$ cat config.mk
export PLATFORM = sky130hd
export DESIGN_NAME = dsp_frame_scheduler
export DESIGN_NICKNAME = d
export VERILOG_FILES = /design/src/rtl/dsp_sched_pkg.sv /design/src/rtl/sync_fifo.sv /design/src/rtl/dsp_frame_scheduler.sv
export SDC_FILE = /design/constraint.sdc
export NUM_CORES = 1
export LEC_CHECK = 0
export CAP_MARGIN = 15
export CORE_UTILIZATION = 55
export CTS_BUF_LIST = sky130_fd_sc_hd__clkbuf_16
export CTS_CLUSTER_DIAMETER = 30
export DETAILED_ROUTE_END_ITERATION = 7
export PLACE_DENSITY = 0.72
export SKIP_LAST_GASP = 1
export SYNTH_ARGS = -nofsm -noshare
export SYNTH_HDL_FRONTEND = slang
export SYNTH_SLANG_ARGS = --single-unit
$ cat constraint.sdc
create_clock -name clk -period 12.3 [get_ports clk]
set_input_delay 2.46 -clock clk [delete_from_list [all_inputs] [get_ports clk]]
set_output_delay 2.46 -clock clk [all_outputs]
set_load 0.02 [all_outputs]
$ cat src/rtl/dsp_sched_pkg.sv
`default_nettype none
// ============================================================================
//  Module   : dsp_sched_pkg
//  Purpose  : Shared types and default widths for the DSP frame scheduler.
//             Holds the scheduler state encoding and the coefficient
//             address/data widths used as parameter defaults.
//  Revision : 1.0  initial release
// ============================================================================
package dsp_sched_pkg;

  localparam int COEF_ADDR_W = 8;
  localparam int COEF_DATA_W = 36;

  typedef enum logic [1:0] {
    ST_IDLE   = 2'd0,
    ST_START  = 2'd1,
    ST_RUN    = 2'd2,
    ST_UPDATE = 2'd3
  } sched_state_e;

endpackage
`default_nettype wire

$ cat src/rtl/sync_fifo.sv
`default_nettype none
// ============================================================================
//  Module   : sync_fifo
//  Purpose  : Single-clock first-word-fall-through FIFO. rdata always shows
//             the head entry; pop advances it. Push when full and pop when
//             empty are ignored. full/empty are registered alongside count.
//  Ports    : clk, rst_n (async, active low)
//             push, wdata       - write side
//             pop,  rdata       - read side (head entry)
//             full, empty, count - registered status
//  Revision : 1.0  initial release
// ============================================================================
module sync_fifo #(
  parameter int WIDTH = 44,
  parameter int DEPTH = 8
) (
  input  logic                     clk,
  input  logic                     rst_n,
  input  logic                     push,
  input  logic [WIDTH-1:0]         wdata,
  input  logic                     pop,
  output logic [WIDTH-1:0]         rdata,
  output logic                     full,
  output logic                     empty,
  output logic [$clog2(DEPTH):0]   count
);

  localparam int PTR_W = $clog2(DEPTH);
  localparam int CNT_W = PTR_W + 1;

  logic [WIDTH-1:0] mem_q [DEPTH];
  logic [PTR_W-1:0] wr_ptr_q, wr_ptr_d;
  logic [PTR_W-1:0] rd_ptr_q, rd_ptr_d;
  logic [CNT_W-1:0] count_q, count_d;
  logic             full_q, full_d;
  logic             empty_q, empty_d;
  logic             do_push;
  logic             do_pop;

  always_comb begin
    do_push  = push & ~full_q;
    do_pop   = pop & ~empty_q;
    // DEPTH is a power of two, so the pointers wrap naturally.
    wr_ptr_d = do_push ? wr_ptr_q + PTR_W'(1) : wr_ptr_q;
    rd_ptr_d = do_pop  ? rd_ptr_q + PTR_W'(1) : rd_ptr_q;
    count_d  = count_q;
    case ({do_push, do_pop})
      2'b10:   count_d = count_q + CNT_W'(1);
      2'b01:   count_d = count_q - CNT_W'(1);
      default: count_d = count_q;
    endcase
    full_d  = (count_d == CNT_W'(DEPTH));
    empty_d = (count_d == '0);
  end

  always_ff @(posedge clk or negedge rst_n) begin
    if (!rst_n) begin
      wr_ptr_q <= '0;
      rd_ptr_q <= '0;
      count_q  <= '0;
      full_q   <= 1'b0;
      empty_q  <= 1'b1;
    end else begin
      wr_ptr_q <= wr_ptr_d;
      rd_ptr_q <= rd_ptr_d;
      count_q  <= count_d;
      full_q   <= full_d;
      empty_q  <= empty_d;
    end
  end

  // Storage needs no reset: the pointers define which entries are valid.
  always_ff @(posedge clk) begin
    if (do_push) mem_q[wr_ptr_q] <= wdata;
  end

  assign rdata = mem_q[rd_ptr_q];
  assign full  = full_q;
  assign empty = empty_q;
  assign count = count_q;

endmodule
`default_nettype wire

$ cat src/rtl/dsp_frame_scheduler.sv
`default_nettype none
// ============================================================================
//  Module   : dsp_frame_scheduler
//  Purpose  : Starts the DSP core once per frame tick and owns the
//             coefficient-memory write port. Host writes are queued and
//             applied only in the gap after the core finishes, so a frame
//             never runs on partially updated coefficients.
//  Ports    : clk, rst_n (async, active low)
//             frame_tick              - one-cycle frame pulse
//             dsp_start / dsp_busy    - core handshake
//             req_valid/ready/addr/data - host write request
//             coef_we/addr/data       - coefficient memory write port
//             pending                 - queued write count
//             overrun, timed_out      - sticky flags; clear_flags clears
//  Revision : 1.0  initial release
// ============================================================================
module dsp_frame_scheduler
  import dsp_sched_pkg::*;
#(
  parameter int ADDR_W     = COEF_ADDR_W,
  parameter int DATA_W     = COEF_DATA_W,
  parameter int FIFO_DEPTH = 8,
  parameter int TIMEOUT    = 2000,
  parameter int MAX_WR     = 16
) (
  input  logic                          clk,
  input  logic                          rst_n,
  input  logic                          frame_tick,
  output logic                          dsp_start,
  input  logic                          dsp_busy,
  input  logic                          req_valid,
  output logic                          req_ready,
  input  logic [ADDR_W-1:0]             req_addr,
  input  logic [DATA_W-1:0]             req_data,
  output logic                          coef_we,
  output logic [ADDR_W-1:0]             coef_addr,
  output logic [DATA_W-1:0]             coef_data,
  output logic [$clog2(FIFO_DEPTH):0]   pending,
  output logic                          overrun,
  output logic                          timed_out,
  input  logic                          clear_flags
);

  localparam int CNT_W = $clog2(TIMEOUT + 1);
  localparam int WR_W  = $clog2(MAX_WR + 1);

  sched_state_e      state_q, state_d;
  logic [CNT_W-1:0]  cyc_cnt_q, cyc_cnt_d;
  logic [WR_W-1:0]   wr_cnt_q, wr_cnt_d;
  logic              dsp_start_q, dsp_start_d;
  logic              coef_we_q, coef_we_d;
  logic [ADDR_W-1:0] coef_addr_q, coef_addr_d;
  logic [DATA_W-1:0] coef_data_q, coef_data_d;
  logic              overrun_q, overrun_d;
  logic              timed_out_q, timed_out_d;
  logic              set_overrun;
  logic              set_timeout;
  logic              pop;

  logic [ADDR_W+DATA_W-1:0]    fifo_rdata;
  logic                        fifo_full;
  logic                        fifo_empty;
  logic [$clog2(FIFO_DEPTH):0] fifo_count;

  sync_fifo #(
    .WIDTH (ADDR_W + DATA_W),
    .DEPTH (FIFO_DEPTH)
  ) u_fifo (
    .clk   (clk),
    .rst_n (rst_n),
    .push  (req_valid),
    .wdata ({req_addr, req_data}),
    .pop   (pop),
    .rdata (fifo_rdata),
    .full  (fifo_full),
    .empty (fifo_empty),
    .count (fifo_count)
  );

  always_comb begin
    state_d     = state_q;
    cyc_cnt_d   = cyc_cnt_q;
    wr_cnt_d    = wr_cnt_q;
    coef_addr_d = coef_addr_q;
    coef_data_d = coef_data_q;
    set_overrun = 1'b0;
    set_timeout = 1'b0;
    pop         = 1'b0;

    case (state_q)
      ST_IDLE: begin
        if (frame_tick) state_d = ST_START;
      end
      ST_START: begin
        cyc_cnt_d   = '0;
        wr_cnt_d    = '0;
        set_overrun = frame_tick;
        state_d     = ST_RUN;
      end
      ST_RUN: begin
        set_overrun = frame_tick;
        cyc_cnt_d   = cyc_cnt_q + CNT_W'(1);
        // Counter >= 1 masks the cycle before busy is guaranteed to rise.
        if (!dsp_busy && (cyc_cnt_q != '0)) begin
          state_d = ST_UPDATE;
        end else if (cyc_cnt_q == CNT_W'(TIMEOUT)) begin
          set_timeout = 1'b1;
          state_d     = ST_IDLE;
        end
      end
      ST_UPDATE: begin
        // A new frame wins over pending writes; the rest wait for next gap.
        if (frame_tick) begin
          state_d = ST_START;
        end else if (fifo_empty || (wr_cnt_q == WR_W'(MAX_WR))) begin
          state_d = ST_IDLE;
        end else begin
          pop         = 1'b1;
          wr_cnt_d    = wr_cnt_q + WR_W'(1);
          coef_addr_d = fifo_rdata[DATA_W +: ADDR_W];
          coef_data_d = fifo_rdata[DATA_W-1:0];
        end
      end
      default: state_d = ST_IDLE;
    endcase

    dsp_start_d = (state_d == ST_START);
    coef_we_d   = pop;
    // Set takes priority over a simultaneous clear.
    overrun_d   = set_overrun | (overrun_q & ~clear_flags);
    timed_out_d = set_timeout | (timed_out_q & ~clear_flags);
  end

  always_ff @(posedge clk or negedge rst_n) begin
    if (!rst_n) begin
      state_q     <= ST_IDLE;
      cyc_cnt_q   <= '0;
      wr_cnt_q    <= '0;
      dsp_start_q <= 1'b0;
      coef_we_q   <= 1'b0;
      coef_addr_q <= '0;
      coef_data_q <= '0;
      overrun_q   <= 1'b0;
      timed_out_q <= 1'b0;
    end else begin
      state_q     <= state_d;
      cyc_cnt_q   <= cyc_cnt_d;
      wr_cnt_q    <= wr_cnt_d;
      dsp_start_q <= dsp_start_d;
      coef_we_q   <= coef_we_d;
      coef_addr_q <= coef_addr_d;
      coef_data_q <= coef_data_d;
      overrun_q   <= overrun_d;
      timed_out_q <= timed_out_d;
    end
  end

  assign dsp_start = dsp_start_q;
  assign coef_we   = coef_we_q;
  assign coef_addr = coef_addr_q;
  assign coef_data = coef_data_q;
  assign req_ready = ~fifo_full;
  assign pending   = fifo_count;
  assign overrun   = overrun_q;
  assign timed_out = timed_out_q;

endmodule
`default_nettype wire

# == Word-level counts from Yosys, hierarchy flattened ==
# Memory sizes are Yosys's and may differ from the RTL's. A register that Yosys moved wholly into a read port is not among the register bits.
# Cells that the tools add are included.
# classes
add_sub_neg,6
bitwise_logic,11
eq_ne,11
mux,20
reduce_logical,12
# op_table
cell,count
11-bit one-hot mux with 2 select lines,1
"11-bit by 1-bit adder with 11-bit output, second input constant",1
"11-bit equality test, second input constant",1
11-bit nonzero test,1
2-bit 2-to-1 mux,5
5-bit 2-to-1 mux,2
5-bit one-hot mux with 2 select lines,1
1-bit 2-to-1 mux,9
2-bit one-hot mux with 4 select lines,1
4-bit one-hot mux with 2 select lines,1
"3-bit by 1-bit adder with 3-bit output, second input constant",2
"2-bit by 1-bit equality test with 1-bit output, second input constant",3
"2-bit equality test, second input constant",3
3-bit AND reduction,2
"5-bit by 1-bit adder with 5-bit output, second input constant",1
"5-bit equality test, second input constant",1
1-bit inverter,5
"4-bit by 1-bit adder with 4-bit output, second input constant",1
1-bit AND,4
"4-bit equality test, second input constant",1
4-bit logical NOT,1
"2-bit != test, second input constant",2
2-bit nonzero test,2
"4-bit by 1-bit subtractor with 4-bit output, second input constant",1
other kinds (6),8
# word_totals
output_inout_bits,53
elab_cells,73
input_bits,50
reg_bits,34
mem_bits_rw,352
memories,1
# memory_table
name,depth,word_bits,read_ports,rd_ports_with_merged_regs,write_ports,line_no,source
u_fifo.mem_q,8,44,1,1,1,sync_fifo.sv:31,logic [WIDTH-1:0] mem_q [DEPTH];

# == Longest topological paths before layout ==
# logic_depth
word_depth,9
mapped_depth,13

# == Hierarchy ==
# A second synthesis with hierarchy kept.
# unflattened
hier_cells,806
hier_area_um2,16727.3
# modules_own_cells
module,cells_per_inst,area_each_um2,seq_area_each_um2,instances
sync_fifo,582,13865.8,10871.7,1
dsp_frame_scheduler,224,2861.5,1651.6,1

# == Worst setup path after synthesis ==
# Ideal clock, no wire load.
# synth_path
path_kind,input -> register
from,input port req_valid
to,"memory u_fifo.mem_q[1][0], enable pin"
stages,3
n_path_buf,0
required_ps,11800
arrival_ps,5954
path_slack_ps,5846
path_cell_list,nor2b_1 nand2_1 nor3_1
# synth_between
elab_chain_cells,3
# synth_lines
item,line_no,source
from (decl),dsp_frame_scheduler.sv:31,"input logic req_valid,"
1-bit AND,sync_fifo.sv:41,do_push = push & ~full_q;
1-bit 2-to-1 mux,sync_fifo.sv:74,if (do_push) mem_q[wr_ptr_q] <= wdata;
1-bit 2-to-1 mux (implied by the code),sync_fifo.sv:74,
to (decl),sync_fifo.sv:31,
# No other way between the ends.

# == Worst setup path after layout ==
# layout_path
from,input port frame_tick
to,"register u_fifo.full_q, in the netlist u_fifo.full"
# layout_between
elab_chain_cells,6
word_cells_on_any_way,7
classes_between,eq/ne (3); mux (3); bitwise (1)
# layout_lines
item,line_no,source
from (decl),dsp_frame_scheduler.sv:28,"input logic frame_tick,"
1-bit 2-to-1 mux *,dsp_frame_scheduler.sv:113,if (frame_tick) begin
1-bit 2-to-1 mux *,dsp_frame_scheduler.sv:90,case (state_q)
1-bit AND *,sync_fifo.sv:42,do_pop = pop & ~empty_q;
2-bit by 1-bit equality test with 1-bit output / 2-bit equality test (equally long branches),sync_fifo.sv:47,"case ({do_push, do_pop})"
4-bit one-hot mux with 2 select lines *,sync_fifo.sv:47,
4-bit equality test *,sync_fifo.sv:52,full_d = (count_d == CNT_W'(DEPTH));
net u_fifo.full_d,sync_fifo.sv:35,"logic full_q, full_d;"
to (signal assigned),sync_fifo.sv:67,full_q <= full_d;
to (decl),sync_fifo.sv:35,
# Mark *: on every way through the listed nets, which the timed path passes. The rest lies on a longest branch.
# A chain may end at the register's enable or synchronous reset.

==> results.tsv <==
metric	value	unit
flops & latches, synth	430	
Synth Cell Area	16500	um2
crit end category	flop	
Rows	63	
clk buf depth	3	
Num CTS Buffers	76	
commonest non-fill, non-tap cell in the layout	edfxtp_1	
worst vdd ir	148	uV
syn_nets	910	
final hold violations	0	
Worst Path Arrival	5.64	ns
Final Setup Violations	0	
die height	175	um
hold_buf cts	0	
internal power	0.00393	W
Vias	8366	
Congestion Overflow GR	0	
IO Pins	103	
syn_area_per_cell	19.5	um2
drt total wl	32400	um
Layout Nets	1064	
Resized Gates After CTS	0	
TritonRoute pass-1 iters	4	
antenna-violating nets left	0	
port bufs	102	
Clock Sinks	430	
Die W	175	um
first-pass GRT wire length	50700	um
switching part of the total	0.282	
Setup CP Type	primary input to flop	
CTS Root Buffer Type	clkbuf_16	
total leakage power	7.17	nW
worst hold margin	0.519	ns
Initial Utilization	0.559	
actual slew at the worst max-slew pin	1.02	ns
Slew headroom	0.319	
Area Overhead vs Synth	25.6	%
DP HPWL	16500	um
CP max FO	96	
clk_lat worst skew	0.58	ns
Slew Viols, Final	0	
vias in the first global route	8970	
Hold WC Path Type	flop to flop	
Synthesis Warnings	0	
initial antenna violation count	1	
Fmax	0.194	GHz
minimum clock period	5.16	ns
final worst path period share	0.419	
status	finished clean	
layout cells sized above 1	0.232	
Synth cell types	40	
largest net degree at the start of global routing	97	
Die Area	30700	um2
Via density	5.75	
r2r setup slk	8.71	ns
RSZ-0062 raised after global routing	no	
post-route DRC violation count	0	
EDFF count, synth	352	
design area	20700	um2
Max-Cap Viols	0	
fraction of power consumed by sequential logic	0.382	
FFs w/ async S/R, synth	0.181	
fill count	1787	
Reg2Reg Depth	11	
GRT Util Overall	0.222	
Clk pwr share	0.399	
DR iter-0 viols	596	
GP Congestion	0.739	
Reg clk slew, reported paths	0.05	ns
commonest cells after routing, fill and taps aside	edfxtp_1, clkdlybuf4s50_1, mux4_2	
placed inst area	18000	um2
PwrDens	264	nW/um2
Mapped Cells	846	
Comb pwr share	0.219	
setup tns final	0	ns
Synth Flop Type	edfxtp_1	
startpoint types	primary input	
Psw	0.00154	W
Hold Path Stages	2	
routed len/inst	22.3	um
clock skew	0.0258	ns
WP data required	12.78	ns
Post-CTS Setup Bufs	0	
H-tree levels	3	
Core Area	29600	um2
CTS tree	done	
Seq/Total Area, Yosys	0.758	
-- through the flow --
| stage | util | power (W) | setup WS (ns) | cells |
|---|---|---|---|---|
| floorplan | - | 0.00287 | 5.85 | 846 |
| global placement | 0.610 | 0.00330 | 6.62 | 1312 |
| detailed placement | 0.610 | 0.00333 | 6.57 | 1312 |
| CTS | 0.701 | 0.00554 | 7.12 | 1454 |
| global route | 0.701 | 0.00571 | 6.87 | 1454 |
| finish | 0.702 | 0.00548 | 7.14 | 1455 |
-- synth_stat cells, drive strengths merged, types with 3 or more instances --
cell type	n	area, um2
a21oi	48	240
buf	19	95.1
clkbuf	19	71.3
dfrtp	77	1930
edfxtp	352	10600
ha	13	163
inv	19	71.3
mux2i	48	480
mux4	88	1980
nand2	17	63.8
nand2b	5	31.3
nand3	12	60.1
nor2	64	240
nor2b	3	18.8
nor3	6	30.0
nor4	4	25.0
o21ai	11	58.8
o31ai	3	22.5
xnor2	11	96.3
xor2	4	35.0
-- metal layers --
layer	vias up	wire length [um]	track usage
met4	0	904	0.0899
met1	4353	13500	0.294
li1	3692	-	-
met2	246	16400	0.365
met3	75	1690	0.0446
met5	-	0	0
-- power groups by stage --
stage,logic (W),clock network (W),registers (W)
2_1_floorplan,0.000791,0,0.00208
3_3_place_gp,0.00119,0,0.00210
3_5_place_dp,0.00121,0,0.00212
4_1_cts,0.00123,0.00221,0.00210
5_1_grt,0.00130,0.00228,0.00213
6_report,0.00120,0.00218,0.00209
-- layout make-up --
| type | instances | area [um2] | area share |
|---|---|---|---|
| Inverter | 19 | 71.3 | 0.00344 |
| Multi-Input combinational cell | 359 | 3810 | 0.184 |
| Clock buffer | 76 | 1900 | 0.0917 |
| Timing Repair Buffer | 114 | 1110 | 0.0535 |
| Tap cell | 390 | 488 | 0.0235 |
| Clock inverter | 66 | 815 | 0.0393 |
| Sequential cell | 430 | 12500 | 0.604 |
| Antenna cell | 1 | 2.50 | 0.000121 |
-- critical path, cell delays in order --
cell and delay, ns:
clkdlybuf4s50_1 0.54, nor3_2 0.22, buf_4 0.79, ha_1 0.35, ha_1 0.25, a21o_1 0.17, a21oi_1 0.18, mux2i_1 0.41
mux2i_1 0.24
-- final timing paths --
| check | start | end |
|---|---|---|
| worst min register to register | overrun | overrun |
| worst max register to register | wr_cnt_q[0] | u_fifo.full |
| max in group asynchronous | rst_n | u_fifo.rd_ptr_q[2] |
| worst max-delay path | frame_tick | u_fifo.full |
| worst min-delay path | overrun | overrun |
| min in group asynchronous | rst_n | coef_addr[4] |
-- cell families after synthesis --
family,share of synthesized area
flops,0.758
mux,0.150
simple gates,0.0348
compound gates,0.0230
buf+inv,0.0144
xor+xnor,0.00795
fa+ha+maj,0.0111
-- registers in the layout, indices dropped and copies added (netlist names) --
register / count
state_q: 2
u_fifo.empty: 1
overrun: 1
dsp_start: 1
u_fifo.mem_q: 352
u_fifo.full: 1
u_fifo.count: 4
coef_data: 36
wr_cnt_q: 5
u_fifo.wr_ptr_q: 3
cyc_cnt_q: 11
coef_we: 1
timed_out: 1
coef_addr: 8
u_fifo.rd_ptr_q: 3
No activity file was read; power rests on OpenSTA's default activity.
